[config.mk]
export PLATFORM = sky130hd
export DESIGN_NAME = dispatch_ctrl_flat
export DESIGN_NICKNAME = d
export VERILOG_FILES = /design/src/rtl/dispatch_ctrl_if.sv /design/src/rtl/dispatch_ctrl.sv /design/src/flat_wrapper.sv
export SDC_FILE = /design/constraint.sdc
export NUM_CORES = 1
export LEC_CHECK = 0
export ABC_AREA = 0
export BUFFER_PORTS_ARGS = -buffer_cell sky130_fd_sc_hd__buf_2
export CAP_MARGIN = 0
export CELL_PAD_IN_SITES_DETAIL_PLACEMENT = 1
export CELL_PAD_IN_SITES_GLOBAL_PLACEMENT = 1
export CORE_AREA = 5 5 59 61
export DETAILED_ROUTE_END_ITERATION = 16
export DIE_AREA = 0 0 64 66
export HOLD_SLACK_MARGIN = 0.1
export PLACE_DENSITY = 0.69
export SKIP_LAST_GASP = 1
export SYNTH_ARGS = -nofsm -noshare
export SYNTH_HDL_FRONTEND = slang
export SYNTH_SLANG_ARGS = --single-unit
[constraint.sdc]
create_clock -name clock -period 3.55 [get_ports clock]
set_input_delay 0.355 -clock clock [delete_from_list [all_inputs] [get_ports clock]]
set_output_delay 0.355 -clock clock [all_outputs]
set_load 0.03 [all_outputs]
[src/rtl/dispatch_ctrl_if.sv]
// Dispatch control bus: fetch-buffer valids, resource counts and squash in;
// grant count, per-slot grants, stall and FSM state out.
// master: drives the request side (fetch buffer / resource trackers).
// slave : the dispatch controller.
// Uses codebase macro `N_WAY (superscalar width); W = $clog2(`N_WAY)+1.

`ifndef N_WAY
`define N_WAY 3
`endif

interface dispatch_ctrl_if;
  localparam int unsigned N_WAY = `N_WAY;
  localparam int unsigned W     = $clog2(N_WAY) + 1;

  logic [N_WAY-1:0] inst_valid;
  logic [W-1:0]     free_num;
  logic [W-1:0]     rob_free_num;
  logic [W-1:0]     rs_free_num;
  logic             squash;
  logic [W-1:0]     dispatch_num;
  logic [N_WAY-1:0] dispatched;
  logic             stall;
  logic [1:0]       state;

  modport master (
    output inst_valid, free_num, rob_free_num, rs_free_num, squash,
    input  dispatch_num, dispatched, stall, state
  );

  modport slave (
    input  inst_valid, free_num, rob_free_num, rs_free_num, squash,
    output dispatch_num, dispatched, stall, state
  );
endinterface

[src/rtl/dispatch_ctrl.sv]
// Dispatch controller: grants the longest in-order run of valid slots that
// every downstream resource (free list, ROB, RS) can accept this cycle, and
// sequences RUN / STALL / FLUSH around squashes.
// Ports:
//   clock        rising-edge clock
//   reset        synchronous, active-high
//   bus          dispatch_ctrl_if.slave (inst_valid, free_num, rob_free_num,
//                rs_free_num, squash in; dispatch_num, dispatched, stall,
//                state out)
//   stall_cycles 32-bit stall-cycle counter, only with DISPATCH_PERF_EN
// Grant outputs are combinational (zero latency); state is registered.
// Optional feature macro: DISPATCH_PERF_EN.

`ifndef N_WAY
`define N_WAY 3
`endif

module dispatch_ctrl #(
  parameter int unsigned FLUSH_CYCLES = 2
) (
  input  logic             clock,
  input  logic             reset,
  dispatch_ctrl_if.slave   bus
`ifdef DISPATCH_PERF_EN
  ,
  output logic [31:0]      stall_cycles
`endif
);

  localparam int unsigned N_WAY = `N_WAY;
  localparam int unsigned W     = $clog2(N_WAY) + 1;
  localparam int unsigned CNT_W = 4;

  typedef enum logic [1:0] {
    ST_RUN   = 2'b00,
    ST_STALL = 2'b01,
    ST_FLUSH = 2'b10
  } state_e;

  state_e           state_q, state_d;
  logic [CNT_W-1:0] flush_cnt_q, flush_cnt_d;

  logic [W-1:0]     lead_c;
  logic             run_c;
  logic [W-1:0]     grant_c;
  logic [W-1:0]     dispatch_num_c;
  logic [N_WAY-1:0] dispatched_c;
  logic             stall_c;

  function automatic logic [W-1:0] min2(input logic [W-1:0] a,
                                        input logic [W-1:0] b);
    return (a < b) ? a : b;
  endfunction

  // Count of contiguous valid slots from slot 0; the first hole ends the run.
  always_comb begin
    lead_c = '0;
    run_c  = 1'b1;
    for (int i = 0; i < N_WAY; i++) begin
      run_c = run_c & bus.inst_valid[i];
      if (run_c) lead_c = lead_c + W'(1);
    end
  end

  // Full-width minimum over the in-order run and all three resource counts.
  assign grant_c = min2(min2(lead_c, bus.free_num),
                        min2(bus.rob_free_num, bus.rs_free_num));

  // State register.
  always_ff @(posedge clock) begin
    if (reset) begin
      state_q     <= ST_RUN;
      flush_cnt_q <= '0;
    end else begin
      state_q     <= state_d;
      flush_cnt_q <= flush_cnt_d;
    end
  end

  // Next-state and grant outputs.
  always_comb begin
    state_d        = state_q;
    flush_cnt_d    = flush_cnt_q;
    dispatch_num_c = grant_c;
    dispatched_c   = '0;

    if (reset || bus.squash || (state_q == ST_FLUSH)) dispatch_num_c = '0;

    for (int i = 0; i < N_WAY; i++) begin
      dispatched_c[i] = (W'(i) < dispatch_num_c);
    end

    if (bus.squash) begin
      // Squash from any state (re)starts the recovery window.
      state_d     = ST_FLUSH;
      flush_cnt_d = CNT_W'(FLUSH_CYCLES - 1);
    end else begin
      unique case (state_q)
        ST_RUN: begin
          if ((lead_c != '0) && (grant_c == '0)) state_d = ST_STALL;
        end
        ST_STALL: begin
          if (grant_c != '0) state_d = ST_RUN;
        end
        ST_FLUSH: begin
          if (flush_cnt_q == '0) state_d = ST_RUN;
          else                   flush_cnt_d = flush_cnt_q - CNT_W'(1);
        end
        default: begin
          state_d     = ST_RUN;
          flush_cnt_d = '0;
        end
      endcase
    end
  end

  // Squash cycles with work pending still count as stalled; FLUSH does not.
  assign stall_c = (lead_c != '0) && (dispatch_num_c == '0) &&
                   (state_q != ST_FLUSH) && !reset;

  assign bus.dispatch_num = dispatch_num_c;
  assign bus.dispatched   = dispatched_c;
  assign bus.stall        = stall_c;
  assign bus.state        = state_q;

`ifdef DISPATCH_PERF_EN
  logic [31:0] stall_cycles_q, stall_cycles_d;

  // Free-running stall counter, wraps at 2^32.
  always_comb begin
    stall_cycles_d = stall_cycles_q;
    if (stall_c) stall_cycles_d = stall_cycles_q + 32'd1;
  end

  always_ff @(posedge clock) begin
    if (reset) stall_cycles_q <= '0;
    else       stall_cycles_q <= stall_cycles_d;
  end

  assign stall_cycles = stall_cycles_q;
`endif

endmodule

[src/flat_wrapper.sv]
// flat-port wrapper written by rule: the top's interface ports become plain ports
module dispatch_ctrl_flat 
#(
  parameter int unsigned FLUSH_CYCLES = 2
)
  (clock, reset, bus_inst_valid, bus_free_num, bus_rob_free_num, bus_rs_free_num, bus_squash, bus_dispatch_num, bus_dispatched, bus_stall, bus_state);
  dispatch_ctrl_if bus_i ();
  input  logic clock;
  input  logic reset;
  input wire logic [$bits(bus_i.inst_valid)-1:0] bus_inst_valid;
  input wire logic [$bits(bus_i.free_num)-1:0] bus_free_num;
  input wire logic [$bits(bus_i.rob_free_num)-1:0] bus_rob_free_num;
  input wire logic [$bits(bus_i.rs_free_num)-1:0] bus_rs_free_num;
  input wire logic [$bits(bus_i.squash)-1:0] bus_squash;
  output wire logic [$bits(bus_i.dispatch_num)-1:0] bus_dispatch_num;
  output wire logic [$bits(bus_i.dispatched)-1:0] bus_dispatched;
  output wire logic [$bits(bus_i.stall)-1:0] bus_stall;
  output wire logic [$bits(bus_i.state)-1:0] bus_state;
  assign bus_i.inst_valid = bus_inst_valid;
  assign bus_i.free_num = bus_free_num;
  assign bus_i.rob_free_num = bus_rob_free_num;
  assign bus_i.rs_free_num = bus_rs_free_num;
  assign bus_i.squash = bus_squash;
  assign bus_dispatch_num = bus_i.dispatch_num;
  assign bus_dispatched = bus_i.dispatched;
  assign bus_stall = bus_i.stall;
  assign bus_state = bus_i.state;
  dispatch_ctrl #(.FLUSH_CYCLES(FLUSH_CYCLES)) u_core (.clock(clock), .reset(reset), .bus(bus_i));
endmodule
==> Yosys cells after proc, flatten, opt, wreduce, memory -nomap -nowiden <==
Cells that the tools add are included.
{ "classes": {"addsub": 3, "multipliers": 0, "div_mod_pow": 0, "order_cmp": 6, "n_eq_ne": 12, "shift": 0, "mux": 15, "bitwise": 3, "reduce_logical": 19} }
{ "ops": {"columns": ["op", "n"], "rows": [
  ["3-bit two-way mux", 6],
  ["3-bit less-than comparator", 3],
  ["2-bit two-way mux", 4],
  ["4-bit case mux with 2 select lines", 1],
  ["3-bit by 1-bit adder with 3-bit output (second input constant)", 2],
  ["3-bit zero test", 2],
  ["1-bit by 3-bit less-than comparator with 1-bit output (first input constant)", 2],
  ["2-bit by 1-bit inequality test with 1-bit output (second input constant)", 3],
  ["2-bit inequality test (second input constant)", 3],
  ["3-bit by 2-bit inequality test with 1-bit output (second input constant)", 2],
  ["3-bit inequality test (second input constant)", 2],
  ["2-bit case mux with 3 select lines", 1],
  ["3-bit AND reduction", 2],
  ["3-bit nonzero test", 2],
  ["1-bit logical AND", 4],
  ["4-bit zero test", 1],
  ["4-bit two-way mux", 1],
  ["2-bit AND reduction", 2],
  ["2-bit OR reduction", 2],
  ["4-bit by 1-bit subtractor with 4-bit output (second input constant)", 1],
  ["2-bit by 3-bit less-than comparator with 1-bit output (first input constant)", 1],
  ["1-bit AND", 2],
  ["2-bit by 1-bit == test with 1-bit output (second input constant)", 1],
  ["2-bit == test (second input constant)", 1],
  ["5 further kinds", 7]
]} }
{ "word_totals": {"regBits": 6, "latchBits": 0, "mem_bits_rw": 0, "mem_bits_ro": 0, "inputBits": 15, "output_inout_bits": 9, "wordCells": 62, "n_memories": 0} }

==> Logic depth before layout (Yosys ltp) <==
{ "depth": {"word_depth": 14, "depth_mapped": 13, "depth_no_buf": 13} }

==> Worst setup path before layout <==
OpenSTA, ideal clock, no wires.
{ "synth_timing": {"path_type": "input-to-output", "startpoint": "in bus_inst_valid[0]", "endpoint": "out bus_dispatched[0]", "arrival_ns": 2.854, "t_required_ns": 3.195, "slack_ns": 0.341, "path_stages": 10, "path_buffers": 0, "cell_sequence": "and2_1 ha_1 and2_1 a21bo_1 mux2_4 ha_1 a221o_1 o22ai_4 mux2_4 o31a_1"} }
{ "synth_between": {"elab_chain_len": 11, "word_cells_on_any_way": 13, "cone_classes": "add/sub (2); order compare (3); mux (6); bitwise (2)"} }
{ "synth_rtl": {"columns": ["item", "line_no", "text"], "rows": [
  ["start, declared", "flat_wrapper.sv:10", "input wire logic [$bits(bus_i.inst_valid)-1:0] bus_inst_valid;"],
  ["1-bit two-way mux", "dispatch_ctrl.sv:61", "if (run_c) lead_c = lead_c + W'(1);"],
  ["3-bit by 1-bit adder with 3-bit output", "dispatch_ctrl.sv:61", null],
  ["3-bit two-way mux", "dispatch_ctrl.sv:61", null],
  ["3-bit by 1-bit adder with 3-bit output", "dispatch_ctrl.sv:61", null],
  ["3-bit two-way mux *", "dispatch_ctrl.sv:61", null],
  ["3-bit less-than comparator", "dispatch_ctrl.sv:52", "return (a < b) ? a : b;"],
  ["3-bit two-way mux *", "dispatch_ctrl.sv:52", null],
  ["3-bit less-than comparator", "dispatch_ctrl.sv:52", null],
  ["3-bit two-way mux *", "dispatch_ctrl.sv:52", null],
  ["3-bit two-way mux *", "dispatch_ctrl.sv:87", "if (reset || bus.squash || (state_q == ST_FLUSH)) dispatch_num_c = '0;"],
  ["1-bit by 3-bit less-than comparator with 1-bit output *", "dispatch_ctrl.sv:90", "dispatched_c[i] = (W'(i) < dispatch_num_c);"],
  ["end, declared", "flat_wrapper.sv:16", "output wire logic [$bits(bus_i.dispatched)-1:0] bus_dispatched;"]
]} }
Mark *: on every way between the ends. The rest lies on a longest branch, timed or not.

==> Worst setup path after layout <==
Same ends and word-level chain as after synthesis.

==> summary.md <==
| Metric | Value |
|---|---|
| Max VDD drop | `113 uV` |
| DRT iter0 DRCs | `9` |
| Seq/Total Area, Yosys | `about 16%` |
| CTS sink count | `6` |
| Grt ovf | `0` |
| Gr usage total | `10.4%` |
| HP Class | `in -> reg` |
| WL/cell | `12.9 um` |
| Worst setup endpoint | `bus_dispatched[0]` |
| IO Port Bufs | `22` |
| TritonCTS clock tree | `built` |
| Die area | `4220 um2` |
| CTS Hold Bufs | `0` |
| Post-detailed-route DRC marker count | `0` |
| Area Growth Syn to Fin | `25.9%` |
| Max Cap Viol | `0` |
| Status | `complete, no violations` |
| Hpwl dp | `~1800 um` |
| Post-Syn Area | `758 um2` |
| CP arrival | `roughly 3100 ps` |
| CTS HTree Levels | `1` |
| M1 WL | `962 um` |
| Crit-path max FO | `4` |
| I/O pin cnt | `24` |
| Post-synthesis compound-gate area fraction | `around 23%` |
| Fin. max-slew vios | `0` |
| Flops & latches, synth | `6` |
| Met2 routed WL | `~990 um` |
| Uppermost layer routed | `met4` |
| First-pass GRT wire length | `~3600 um` |
| Layout cells sized above 1 | `28.3%` |
| Initial antenna violation count | `0` |
| 1st-pass router iterations | `4` |
| Root Driver | `clkbuf_4` |
| Placer Congestion | `between 0.8 and 0.9` |
| Rel. slew slack | `58.4%` |
| Final Setup Violations | `0` |
| R2R Setup Slk | `1840 ps` |
| Row cnt | `20` |
| Leakage | `0.000476 uW` |
| Post-Syn Instances | `100` |
| Drt total wl | `2060 um` |
| Largest family of logic cells by synthesized area | `simple AND/OR/NAND/NOR gates` |
| Worst reg-to-reg path cell count | `8` |
| Synth cell types | `36` |
| Pwr Total | `279 uW` |
| Fin util | `around a third` |
| Core area | `2930 um2` |
| Hold Fails Final Rpt | `0` |
| Initial Util | `25.9%` |
| Post-synthesis mux area share | `6.77%` |
| Worst flop-to-flop path endpoint | `u_core.flush_cnt_q[1]` |
| Metal3 WL | `73 um` |
| Nets | `154` |
| Die height | `between 60 and 70 um` |
| Min Tclk post-route | `3460 ps` |
| CP Capture Type | `primary output` |
| Crit path kind | `in -> out` |
| HP Start | `reset` |
| Vias | `approximately 820` |
| Pwr Density | `between 200 and 300 nW/um2` |
| Antenna Nets Post-Route | `0` |
| WP data required | `3190 ps` |
| Vias in the first global route | `approximately 850` |
| Largest net degree at the start of global routing | `8` |
| Fill count | `362` |
| Clk_lat worst skew | `250 ps` |
| Synth Area in Adders | `16.5%` |
| Post-synth top area share | `between 10% and 20%` |
| Period utilization | `97.4%` |
| Post-synthesis xor/xnor area fraction | `0%` |
| Clk slew on worst S/H paths | `50 ps` |
| Antenna diodes | `0` |
| Simple-gate share of the synthesized area | `31.5%` |
| Unrepaired setup endpoints after global routing | `true` |
| Yosys warnings | `0` |
| Clock skew | `0.733 ps` |
| Largest area contributor in the netlist | `ha_1` |
| Maximum root-to-sink buffer count | `2` |
| Crit path launch type | `primary input` |
| Worst-Margin Slew | `619 ps` |
| Die Wd | `64 um` |
| Worst r2r src | `u_core.flush_cnt_q[0]` |
| Fmax | `roughly 290 MHz` |
| Crit path launch | `bus_inst_valid[0]` |
| Synth area leaders | `ha_1 17%, dfxtp_1 16%, nor2_1 5.9%` |
| Mean Syn Cell Area | `7.58 um2` |
| Vias/cell | `roughly 5.1` |
| Clock buffer count from CTS | `3` |
## kinds of logic after synthesis
family          Yosys count
other cells               1
simple gates             43
mux                       4
buf+inv                  12
fa+ha+maj                10
compound gates           24
flops                     6
## critical path: stages
cell and delay [ps]:
buf_2 120, and2_1 170, ha_1 290, and2_1 160
a21bo_1 180, mux2_4 330, ha_2 190, a221o_1 370
o22ai_4 150, mux2_4 340, o31a_1 280, buf_4 170
## final cells by class
cell class	count	area, um2	share of cell area (%)
Inverter	12	45.0	4.72
Clock buffer	3	22.5	2.36
Timing Repair Buffer	23	120	12.6
Sequential cell	6	120	12.6
Tap cell	33	41.3	4.33
Multi-Input combinational cell	83	606	63.4
## worst min path at each step
| stage | endpoint | slack, ps | depth (start not counted) |
|---|---|---|---|
| floorplan | u_core.flush_cnt_q[0] | 430 | 1 |
| global placement | u_core.flush_cnt_q[3] | 590 | 2 |
| detailed placement | u_core.flush_cnt_q[2] | 600 | 2 |
| CTS | u_core.flush_cnt_q[0] | 360 | 2 |
| global route | u_core.flush_cnt_q[0] | 390 | 2 |
| finish | u_core.flush_cnt_q[0] | 370 | 2 |
## flip-flops by register name, summed over array words and instances (netlist names)
signal and flops:
u_core.flush_cnt_q 4, u_core.bus.state 2
## cells in the mapped netlist, drive strengths merged
master	n
a221o	1
inv	12
nand3b	1
or3b	1
nor3b	1
o21ai	5
nor4	2
nor3	7
a32oi	1
and2b	1
and2	5
a211o	2
a211oi	1
nand2	3
nand2b	2
mux2	3
o21a	2
nand3	1
mux2i	1
conb	1
o31a	1
o211ai	2
nor4b	1
nor2b	5
a21bo	1
a21oi	6
dfxtp	6
nor2	12
or3	1
ha	10
o22ai	2
## metal layers
| layer | vias to the layer above | track usage [%] |
|---|---|---|
| met5 | - | 0 |
| met4 | 0 | 4.68 |
| met3 | 4 | 0.850 |
| met2 | 21 | 17.8 |
| met1 | 387 | 13.2 |
| li1 | 410 | - |
## report_power, final
part / internal (uW) / switching (uW)
sequential: 70.4 / 4.01
clock: 38.6 / 29.4
combinational: 61.4 / 75.2
total: 170 / 109
## cell usage in the layout, fill, tap and decap left out, types with 2 or more instances in the layout
cell type  instances
buf_4              2
dfxtp_1            6
buf_2             21
o21ai_0            3
mux2_4             2
o21a_1             2
o21ai_1            2
conb_1             2
nor4_1             2
nor3_1             7
and2_1             5
clkbuf_4           3
o211ai_1           2
a21oi_1            5
nand2_1            3
a211o_1            2
nor2_1            11
nand2b_1           2
ha_1               9
nor2b_1            4
inv_1             11
## metrics by stage
step	instance area, um2	hold slack, ps	setup TNS [ps]	worst slack (ps)	instances
detailed placement	913	599	0	16.4	156
global placement	913	586	0	114	156
finish	955	372	0	93.0	160
CTS	936	365	0	8.86	159
floorplan	762	427	0	341	101
global route	955	391	-24.0	-24.0	160
## what timing repair did
item | 4_1_cts | 5_1_grt
setup buffers | 0 | 1
resized for setup | 0 | 5
endpoints found under the setup margin | 0 | 3
(Power assumes the default switching activity.)
